<file path="config.mk">
export PLATFORM = sky130hd
export DESIGN_NAME = threshold_trigger_ctrl
export DESIGN_NICKNAME = d
export VERILOG_FILES = /design/src/rtl/threshold_ctrl_pkg.sv /design/src/rtl/threshold_report_reg.sv /design/src/rtl/threshold_trigger_ctrl.sv
export SDC_FILE = /design/constraint.sdc
export NUM_CORES = 1
export LEC_CHECK = 0
export ABC_AREA = 1
export CORE_UTILIZATION = 53
export CTS_BUF_LIST = sky130_fd_sc_hd__clkbuf_16
export CTS_CLUSTER_SIZE = 40
export DETAILED_ROUTE_END_ITERATION = 8
export HOLD_SLACK_MARGIN = 0.02
export PLACE_DENSITY = 0.73
export SYNTH_ARGS = -nofsm -noshare
export SYNTH_HDL_FRONTEND = slang
export SYNTH_SLANG_ARGS = --single-unit
</file>
<file path="constraint.sdc">
create_clock -name clk -period 8.95 [get_ports clk]
set_input_delay 2.2375 -clock clk [delete_from_list [all_inputs] [get_ports clk]]
set_output_delay 2.2375 -clock clk [all_outputs]
set_load 0.1 [all_outputs]
</file>
<file path="src/rtl/threshold_ctrl_pkg.sv">
// Shared types and constants for threshold_trigger_ctrl.
// THRESH_CTRL_TIMESTAMP_EN switches the report from 1 word to 3 words (len, ts_hi, ts_lo).
package threshold_ctrl_pkg;

  typedef enum logic [2:0] {
    IDLE    = 3'd0,
    SEARCH  = 3'd1,
    QUALIFY = 3'd2,
    ACTIVE  = 3'd3,
    HOLDOFF = 3'd4
  } state_t;

  localparam logic [7:0] SR_CTRL = 8'd0;
  localparam logic [7:0] SR_ON   = 8'd1;
  localparam logic [7:0] SR_OFF  = 8'd2;
  localparam logic [7:0] SR_HOLD = 8'd3;

  localparam int unsigned OVF_W = 16;

`ifdef THRESH_CTRL_TIMESTAMP_EN
  localparam int unsigned RPT_WORDS = 3;
`else
  localparam int unsigned RPT_WORDS = 1;
`endif

endpackage

</file>
<file path="src/rtl/threshold_report_reg.sv">
// Single-entry report buffer: serialises a WORDS-long report onto an AXI stream and
// drops (and counts) any report that arrives while the previous one is still pending.
module threshold_report_reg
  import threshold_ctrl_pkg::*;
#(
  parameter int unsigned LEN_W = 32,
  parameter int unsigned WORDS = RPT_WORDS
) (
  input  logic                        clk,
  input  logic                        reset_n,
  input  logic                        clear,
  input  logic                        push,
  input  logic [WORDS-1:0][LEN_W-1:0] push_data,
  output logic [LEN_W-1:0]            o_tdata,
  output logic                        o_tlast,
  output logic                        o_tvalid,
  input  logic                        o_tready,
  output logic [OVF_W-1:0]            ovf_count
);

  localparam int unsigned CW = 2;

  logic [WORDS-1:0][LEN_W-1:0] words_q;
  logic [CW-1:0]               left_q;
  logic                        hs_c;
  logic                        fin_c;

  assign hs_c    = o_tvalid & o_tready;
  assign fin_c   = hs_c & o_tlast;
  assign o_tdata = words_q[0];

  // A push on the cycle the last word is accepted replaces it rather than being dropped
  always_ff @(posedge clk or negedge reset_n) begin
    if (!reset_n) begin
      words_q   <= '0;
      left_q    <= '0;
      o_tlast   <= 1'b0;
      o_tvalid  <= 1'b0;
      ovf_count <= '0;
    end else if (clear) begin
      words_q   <= '0;
      left_q    <= '0;
      o_tlast   <= 1'b0;
      o_tvalid  <= 1'b0;
      ovf_count <= '0;
    end else begin
      if (hs_c) begin
        words_q <= words_q >> LEN_W;
        left_q  <= left_q - CW'(1);
        o_tlast <= (left_q == CW'(2));
        if (o_tlast) o_tvalid <= 1'b0;
      end
      if (push) begin
        if (o_tvalid && !fin_c) begin
          if (ovf_count != '1) ovf_count <= ovf_count + OVF_W'(1);
        end else begin
          words_q  <= push_data;
          left_q   <= CW'(WORDS);
          o_tlast  <= (WORDS == 1);
          o_tvalid <= 1'b1;
        end
      end
    end
  end

endmodule

</file>
<file path="src/rtl/threshold_trigger_ctrl.sv">
// Burst qualifier behind the threshold comparator: on/off/holdoff sequencing, trigger pulse
// and burst-length reports. THRESH_CTRL_TIMESTAMP_EN adds a 64-bit first-sample timestamp.
module threshold_trigger_ctrl
  import threshold_ctrl_pkg::*;
#(
  parameter logic [7:0]  SR_BASE = 8'd0,
  parameter int unsigned LEN_W   = 32,
  parameter int unsigned CNT_W   = 16
) (
  input  logic             clk,
  input  logic             reset_n,
  input  logic             clear,
  input  logic             set_stb,
  input  logic [7:0]       set_addr,
  input  logic [31:0]      set_data,
  input  logic             i_tdata,
  input  logic             i_tlast,
  input  logic             i_tvalid,
  output logic             i_tready,
  output logic [LEN_W-1:0] o_tdata,
  output logic             o_tlast,
  output logic             o_tvalid,
  input  logic             o_tready,
  output logic             trigger,
  output logic             burst_active,
  output logic [15:0]      ovf_count
);

  logic             enable;
  logic [CNT_W-1:0] on_cnt, off_cnt, on_min, off_min;
  logic [31:0]      holdoff;
  state_t           state, state_n;
  logic [CNT_W-1:0] run, run_n, gap, gap_n;
  logic [LEN_W-1:0] len, len_n, len_inc;
  logic [31:0]      hold, hold_n;
  logic             sample, met, trig_n, push_c;
  logic             unused_tlast;
  logic [RPT_WORDS-1:0][LEN_W-1:0] push_data;

  assign i_tready     = 1'b1;
  assign sample       = i_tvalid;
  assign met          = i_tvalid & i_tdata;
  assign on_min       = (on_cnt == '0) ? CNT_W'(1) : on_cnt;
  assign off_min      = (off_cnt == '0) ? CNT_W'(1) : off_cnt;
  assign len_inc      = (len == '1) ? len : len + LEN_W'(1);
  assign unused_tlast = i_tlast;

  // Settings registers; only reset clears them
  always_ff @(posedge clk or negedge reset_n) begin
    if (!reset_n) begin
      enable  <= 1'b0;
      on_cnt  <= '0;
      off_cnt <= '0;
      holdoff <= '0;
    end else if (set_stb) begin
      case (set_addr)
        8'(SR_BASE + SR_CTRL): enable  <= set_data[0];
        8'(SR_BASE + SR_ON):   on_cnt  <= set_data[CNT_W-1:0];
        8'(SR_BASE + SR_OFF):  off_cnt <= set_data[CNT_W-1:0];
        8'(SR_BASE + SR_HOLD): holdoff <= set_data;
        default: ;
      endcase
    end
  end

  always_comb begin
    state_n = state;
    run_n   = run;
    gap_n   = gap;
    len_n   = len;
    hold_n  = hold;
    trig_n  = 1'b0;
    push_c  = 1'b0;
    if (!enable) begin
      state_n = IDLE;
      run_n   = '0;
      gap_n   = '0;
      len_n   = '0;
      hold_n  = '0;
    end else begin
      case (state)
        IDLE: state_n = SEARCH;
        SEARCH: begin
          if (met) begin
            run_n = CNT_W'(1);
            if (on_min == CNT_W'(1)) begin
              state_n = ACTIVE;
              trig_n  = 1'b1;
              len_n   = LEN_W'(1);
              gap_n   = '0;
            end else begin
              state_n = QUALIFY;
            end
          end
        end
        QUALIFY: begin
          if (met) begin
            run_n = run + CNT_W'(1);
            if (run_n >= on_min) begin
              state_n = ACTIVE;
              trig_n  = 1'b1;
              len_n   = LEN_W'(on_min);
              gap_n   = '0;
            end
          end else if (sample) begin
            run_n   = '0;
            state_n = SEARCH;
          end
        end
        // Terminating gap sample is not counted in the reported length
        ACTIVE: begin
          if (met) begin
            gap_n = '0;
            len_n = len_inc;
          end else if (sample) begin
            if (gap + CNT_W'(1) >= off_min) begin
              push_c  = 1'b1;
              run_n   = '0;
              gap_n   = '0;
              len_n   = '0;
              hold_n  = '0;
              state_n = (holdoff == '0) ? SEARCH : HOLDOFF;
            end else begin
              gap_n = gap + CNT_W'(1);
              len_n = len_inc;
            end
          end
        end
        HOLDOFF: begin
          if (sample) begin
            if (hold + 32'd1 >= holdoff) begin
              hold_n  = '0;
              state_n = SEARCH;
            end else begin
              hold_n = hold + 32'd1;
            end
          end
        end
        default: state_n = IDLE;
      endcase
    end
  end

  always_ff @(posedge clk or negedge reset_n) begin
    if (!reset_n) begin
      state        <= IDLE;
      run          <= '0;
      gap          <= '0;
      len          <= '0;
      hold         <= '0;
      trigger      <= 1'b0;
      burst_active <= 1'b0;
    end else if (clear) begin
      state        <= enable ? SEARCH : IDLE;
      run          <= '0;
      gap          <= '0;
      len          <= '0;
      hold         <= '0;
      trigger      <= 1'b0;
      burst_active <= 1'b0;
    end else begin
      state        <= state_n;
      run          <= run_n;
      gap          <= gap_n;
      len          <= len_n;
      hold         <= hold_n;
      trigger      <= trig_n;
      burst_active <= (state_n == QUALIFY) || (state_n == ACTIVE);
    end
  end

`ifdef THRESH_CTRL_TIMESTAMP_EN
  logic [63:0] sample_cnt, burst_ts;

  // Free-running sample index; the burst start is its value at the first met sample
  always_ff @(posedge clk or negedge reset_n) begin
    if (!reset_n) begin
      sample_cnt <= '0;
      burst_ts   <= '0;
    end else if (clear) begin
      sample_cnt <= '0;
      burst_ts   <= '0;
    end else begin
      if (sample) sample_cnt <= sample_cnt + 64'd1;
      if (enable && (state == SEARCH) && met) burst_ts <= sample_cnt;
    end
  end

  assign push_data[0] = len;
  assign push_data[1] = LEN_W'(burst_ts[63:32]);
  assign push_data[2] = LEN_W'(burst_ts[31:0]);
`else
  assign push_data[0] = len;
`endif

  threshold_report_reg #(
    .LEN_W (LEN_W),
    .WORDS (RPT_WORDS)
  ) u_report (
    .clk       (clk),
    .reset_n   (reset_n),
    .clear     (clear),
    .push      (push_c),
    .push_data (push_data),
    .o_tdata   (o_tdata),
    .o_tlast   (o_tlast),
    .o_tvalid  (o_tvalid),
    .o_tready  (o_tready),
    .ovf_count (ovf_count)
  );

endmodule
</file>
==> impl_metrics.env <==
export IMPL_core_region_area_sq_um=25500
export IMPL_critical_path_max_stage_delay_ns=0.79
export IMPL_design_portCount=101
export IMPL_grt_total_usage=0.266
export IMPL_dpl_worst_slack_ns=3.77
export IMPL_max_cap_violations=0
export IMPL_first_global_vias=11700
export IMPL_grt_first_pass_wirelength_microns=57900
export IMPL_num_vias=12300
export IMPL_post_synth_fa_ha_maj_area_fraction=0.0630
export IMPL_met3_routed_length_microns=1710
export IMPL_hold_violations=0
export IMPL_drt_iter0_markers=894
export IMPL_final_layout_size_suffix_gt1_frac=0.0674
export IMPL_cts_htree_levels=1
export IMPL_gr_total_overflow=0
export IMPL_number_of_different_library_cells_in_the_post_synthesis_netlist=51
export IMPL_cts_reportedPaths_clkPinSlew_ns=0.06
export IMPL_grt_max_degree=120
export IMPL_placedCellCount=2244
export IMPL_routabilityCongestion=0.960
export IMPL_detailedRoute_firstPassIterationCount=5
export IMPL_clock_latency_ns=0.55
export IMPL_ys_warnings_count=0
export IMPL_outcome="finished, final reports clean"
export IMPL_synth_top_family_by_area="simple AND/OR/NAND/NOR gates"
export IMPL_die_w_microns=164
export IMPL_whs_path_depth=2
export IMPL_switching_share=0.275
export IMPL_part_of_the_power_in_the_clock_network=0.429
export IMPL_cellLeakagePower_nw=7.41
export IMPL_critical_path_data_required_time_ns=9.40
export IMPL_initial_utilization=0.545
export IMPL_antenna_found_initial=1
export IMPL_cts_max_path_buffers=3
export IMPL_synth_area_leader_cell="dfrtp_1"
export IMPL_post_cts_setup_buffers=0
export IMPL_chipHeight_microns=164
export IMPL_finalSetupTns_ns=0
export IMPL_met2RoutedLength_microns=15700
export IMPL_yosys_area_top_type_share=0.393
export IMPL_synthTopCellsByCount="514 x nand2_1, 219 x inv_1, 218 x dfrtp_1"
export IMPL_route_layer_met1_wl_microns=16200
export IMPL_syn_to_final_growth_pct=13.2
export IMPL_final_cell_count_no_fill=2289
export IMPL_post_synth_edffs=0
export IMPL_net_load_switching_power_uw=614
export IMPL_seq_power_share=0.461
export IMPL_layout_setup_ws_ns=4.31
export IMPL_whs_ns=0.490
export IMPL_timing_critical_path_depth=9
export IMPL_postSynthNetCount=1993
export IMPL_max_freq_ghz=0.215
export IMPL_yosys_area_share_xor_xnor=0.0504
export IMPL_hpwlAfterDp_microns=25200
export IMPL_setup_viol_count_final=0
export IMPL_worst_slew_margin_rel=0.229
export IMPL_synth_top_cells_by_area="dfrtp_1 39%, nand2_1 14%, ha_1 6.3%"
export IMPL_synth_seq_area_share=0.393
export IMPL_fp_dieArea_sq_um=26900
export IMPL_nets=2059
export IMPL_critical_path_class="in2reg"
export IMPL_worstSetupEndpointType="register"
export IMPL_slew_violations=0
export IMPL_holdCritPathClass="reg2reg"
export IMPL_yosys_cell_count_top_type="nand2_1"
export IMPL_cts_inserted_buffers=25
export IMPL_cts_tree="built"
export IMPL_async_reset_ff_frac=1.00
export IMPL_syn_cell_area_sq_um=13900
export IMPL_ant_nets=0
export IMPL_start_kind="primary input"
export IMPL_cpMaxStageDelayCell="nor2_2"
export IMPL_placement_io_buffers=98
export IMPL_cp_num_buf_inv=5
export IMPL_tritoncts_num_sinks=218
export IMPL_avgViaCountPerCell=5.39
export IMPL_synth_ff_type="dfrtp_1"
export IMPL_post_synthesis_simple_gate_area_fraction=0.294
export IMPL_synth_seq_cells=218
export IMPL_tightest_slew_ns=1.15
export IMPL_crit_path_max_delay_family="simple AND/OR/NAND/NOR gates"
export IMPL_per_instance_average_area_after_synthesis_sq_um=7.41
export IMPL_timing_clock_skew_ns=0.0227
export IMPL_cp_max_fo=23
export IMPL_final_design_utilization=0.618
export IMPL_synth_area_mux_share=0
export IMPL_timing_critical_path_cells="clkdlybuf4s50_1, buf_4, nor2_8, inv_2, nor2_2, inv_1, nor2_2, inv_1, o21ai_0"
export IMPL_post_route_drc_count=0
export IMPL_number_of_gates_given_a_new_drive_strength_after_cts=0
export IMPL_power_density_nw_per_um2=142
export IMPL_row_count=58
export IMPL_intPower_mw=1.62
export IMPL_clock_root_buffer="clkbuf_16"
export IMPL_finalWirelength_microns=34500
export IMPL_crit_arrival_ns=5.10
export IMPL_topRoutingLayerUsed="met4"
export IMPL_postSynthCellCount=1875
export IMPL_compound_gate_portion_of_the_synthesized_area=0.110
export IMPL_worstRegToRegCells=19
export IMPL_cts_hold_buffers=0
export IMPL_vdd_ir_drop_worst_uv=236
export IMPL_grt_setup_unrepaired="false"
export IMPL_wl_per_cell_microns=15.1
export IMPL_combinationalPowerShare=0.111
export IMPL_timing_final_crit_share=0.519
export IMPL_period_minus_slack_ns=4.64
==> path summary, 6_finish.rpt <==
check                            start              endpoint  slack, ns
max                              clear               run[11]       4.31
min                        holdoff[11]           holdoff[11]       0.49
max reg2reg                     run[0]                gap[5]       4.56
min reg2reg                holdoff[11]           holdoff[11]       0.49
max in group asynchronous      reset_n               hold[8]       5.87
min in group asynchronous      reset_n  u_report.o_tdata[17]       1.77
==> through the flow <==
stage / total power, mW / cell area, sq um
after floorplan: 1.20 / 13900
after global placement: 1.29 / 15000
after detailed placement: 1.29 / 15000
after CTS: 2.26 / 15700
after global routing: 2.32 / 15700
final: 2.23 / 15700
==> cells by family after synthesis <==
family | after synthesis
DFF | 218
buffers and inverters | 298
and+or+nand+nor | 933
adders and majority gates | 70
AOI/OAI and AO/OA | 275
other | 1
xor gates and xnor gates | 80
==> cell usage in the layout (no fill, tap or decap), types with 10 or more instances in the layout <==
cell,Yosys,layout
dfrtp_1,218,218
inv_2,12,12
nand4_1,45,45
nand2_2,9,10
nand2_1,514,513
a21oi_1,59,59
o21ai_0,132,132
o21ai_2,22,22
clkdlybuf4s50_1,0,97
clkbuf_16,0,25
nand3_1,116,116
o21ai_1,42,42
or2_2,15,15
inv_1,219,225
xnor2_1,12,12
nor2_1,142,142
ha_1,70,70
nor4_1,12,12
nor3_1,42,42
xor2_1,68,68
nor2_2,13,13
==> power groups by stage <==
stage	combinational, mW	clock, mW	sequential (mW)
2_1_floorplan	0.133	0	1.07
3_3_place_gp	0.242	0	1.04
3_5_place_dp	0.247	0	1.04
4_1_cts	0.249	0.982	1.03
5_1_grt	0.277	1.01	1.03
6_report	0.247	0.956	1.03
==> layout make-up <==
type,instances,area (sq um)
Timing Repair Buffer,105,1040
Clock buffer,25,626
Inverter,232,871
Antenna cell,1,2.50
Clock inverter,19,130
Tap cell,330,413
Sequential cell,218,5460
Fill cell,2310,9740
Multi-Input combinational cell,1359,7200
==> layer usage <==
layer | GRT usage | up-vias
li1 | - | 6206
met1 | 0.369 | 5732
met2 | 0.428 | 345
met3 | 0.0381 | 61
met4 | 0.0787 | 0
met5 | 0 | -
==> tightest hold or removal path, delay by kind of cell (launching register included) <==
| kind | cells | cell delay [ns] |
|---|---|---|
| AO/OA/AOI/OAI | 1 | 0.06 |
| flip-flops | 1 | 0.34 |
| AND/OR/NAND/NOR | 1 | 0.05 |
==> registers in the layout, indices dropped and copies added (netlist names) <==
signal              count
state                   3
u_report.ovf_count     16
trigger                 1
u_report.o_tdata       32
off_cnt                16
run                    16
enable                  1
on_cnt                 16
gap                    16
hold                   32
holdoff                32
u_report.o_tlast        1
len                    32
u_report.left_q         2
u_report.o_tvalid       1
burst_active            1
Power figures use the tool's default switching activity.
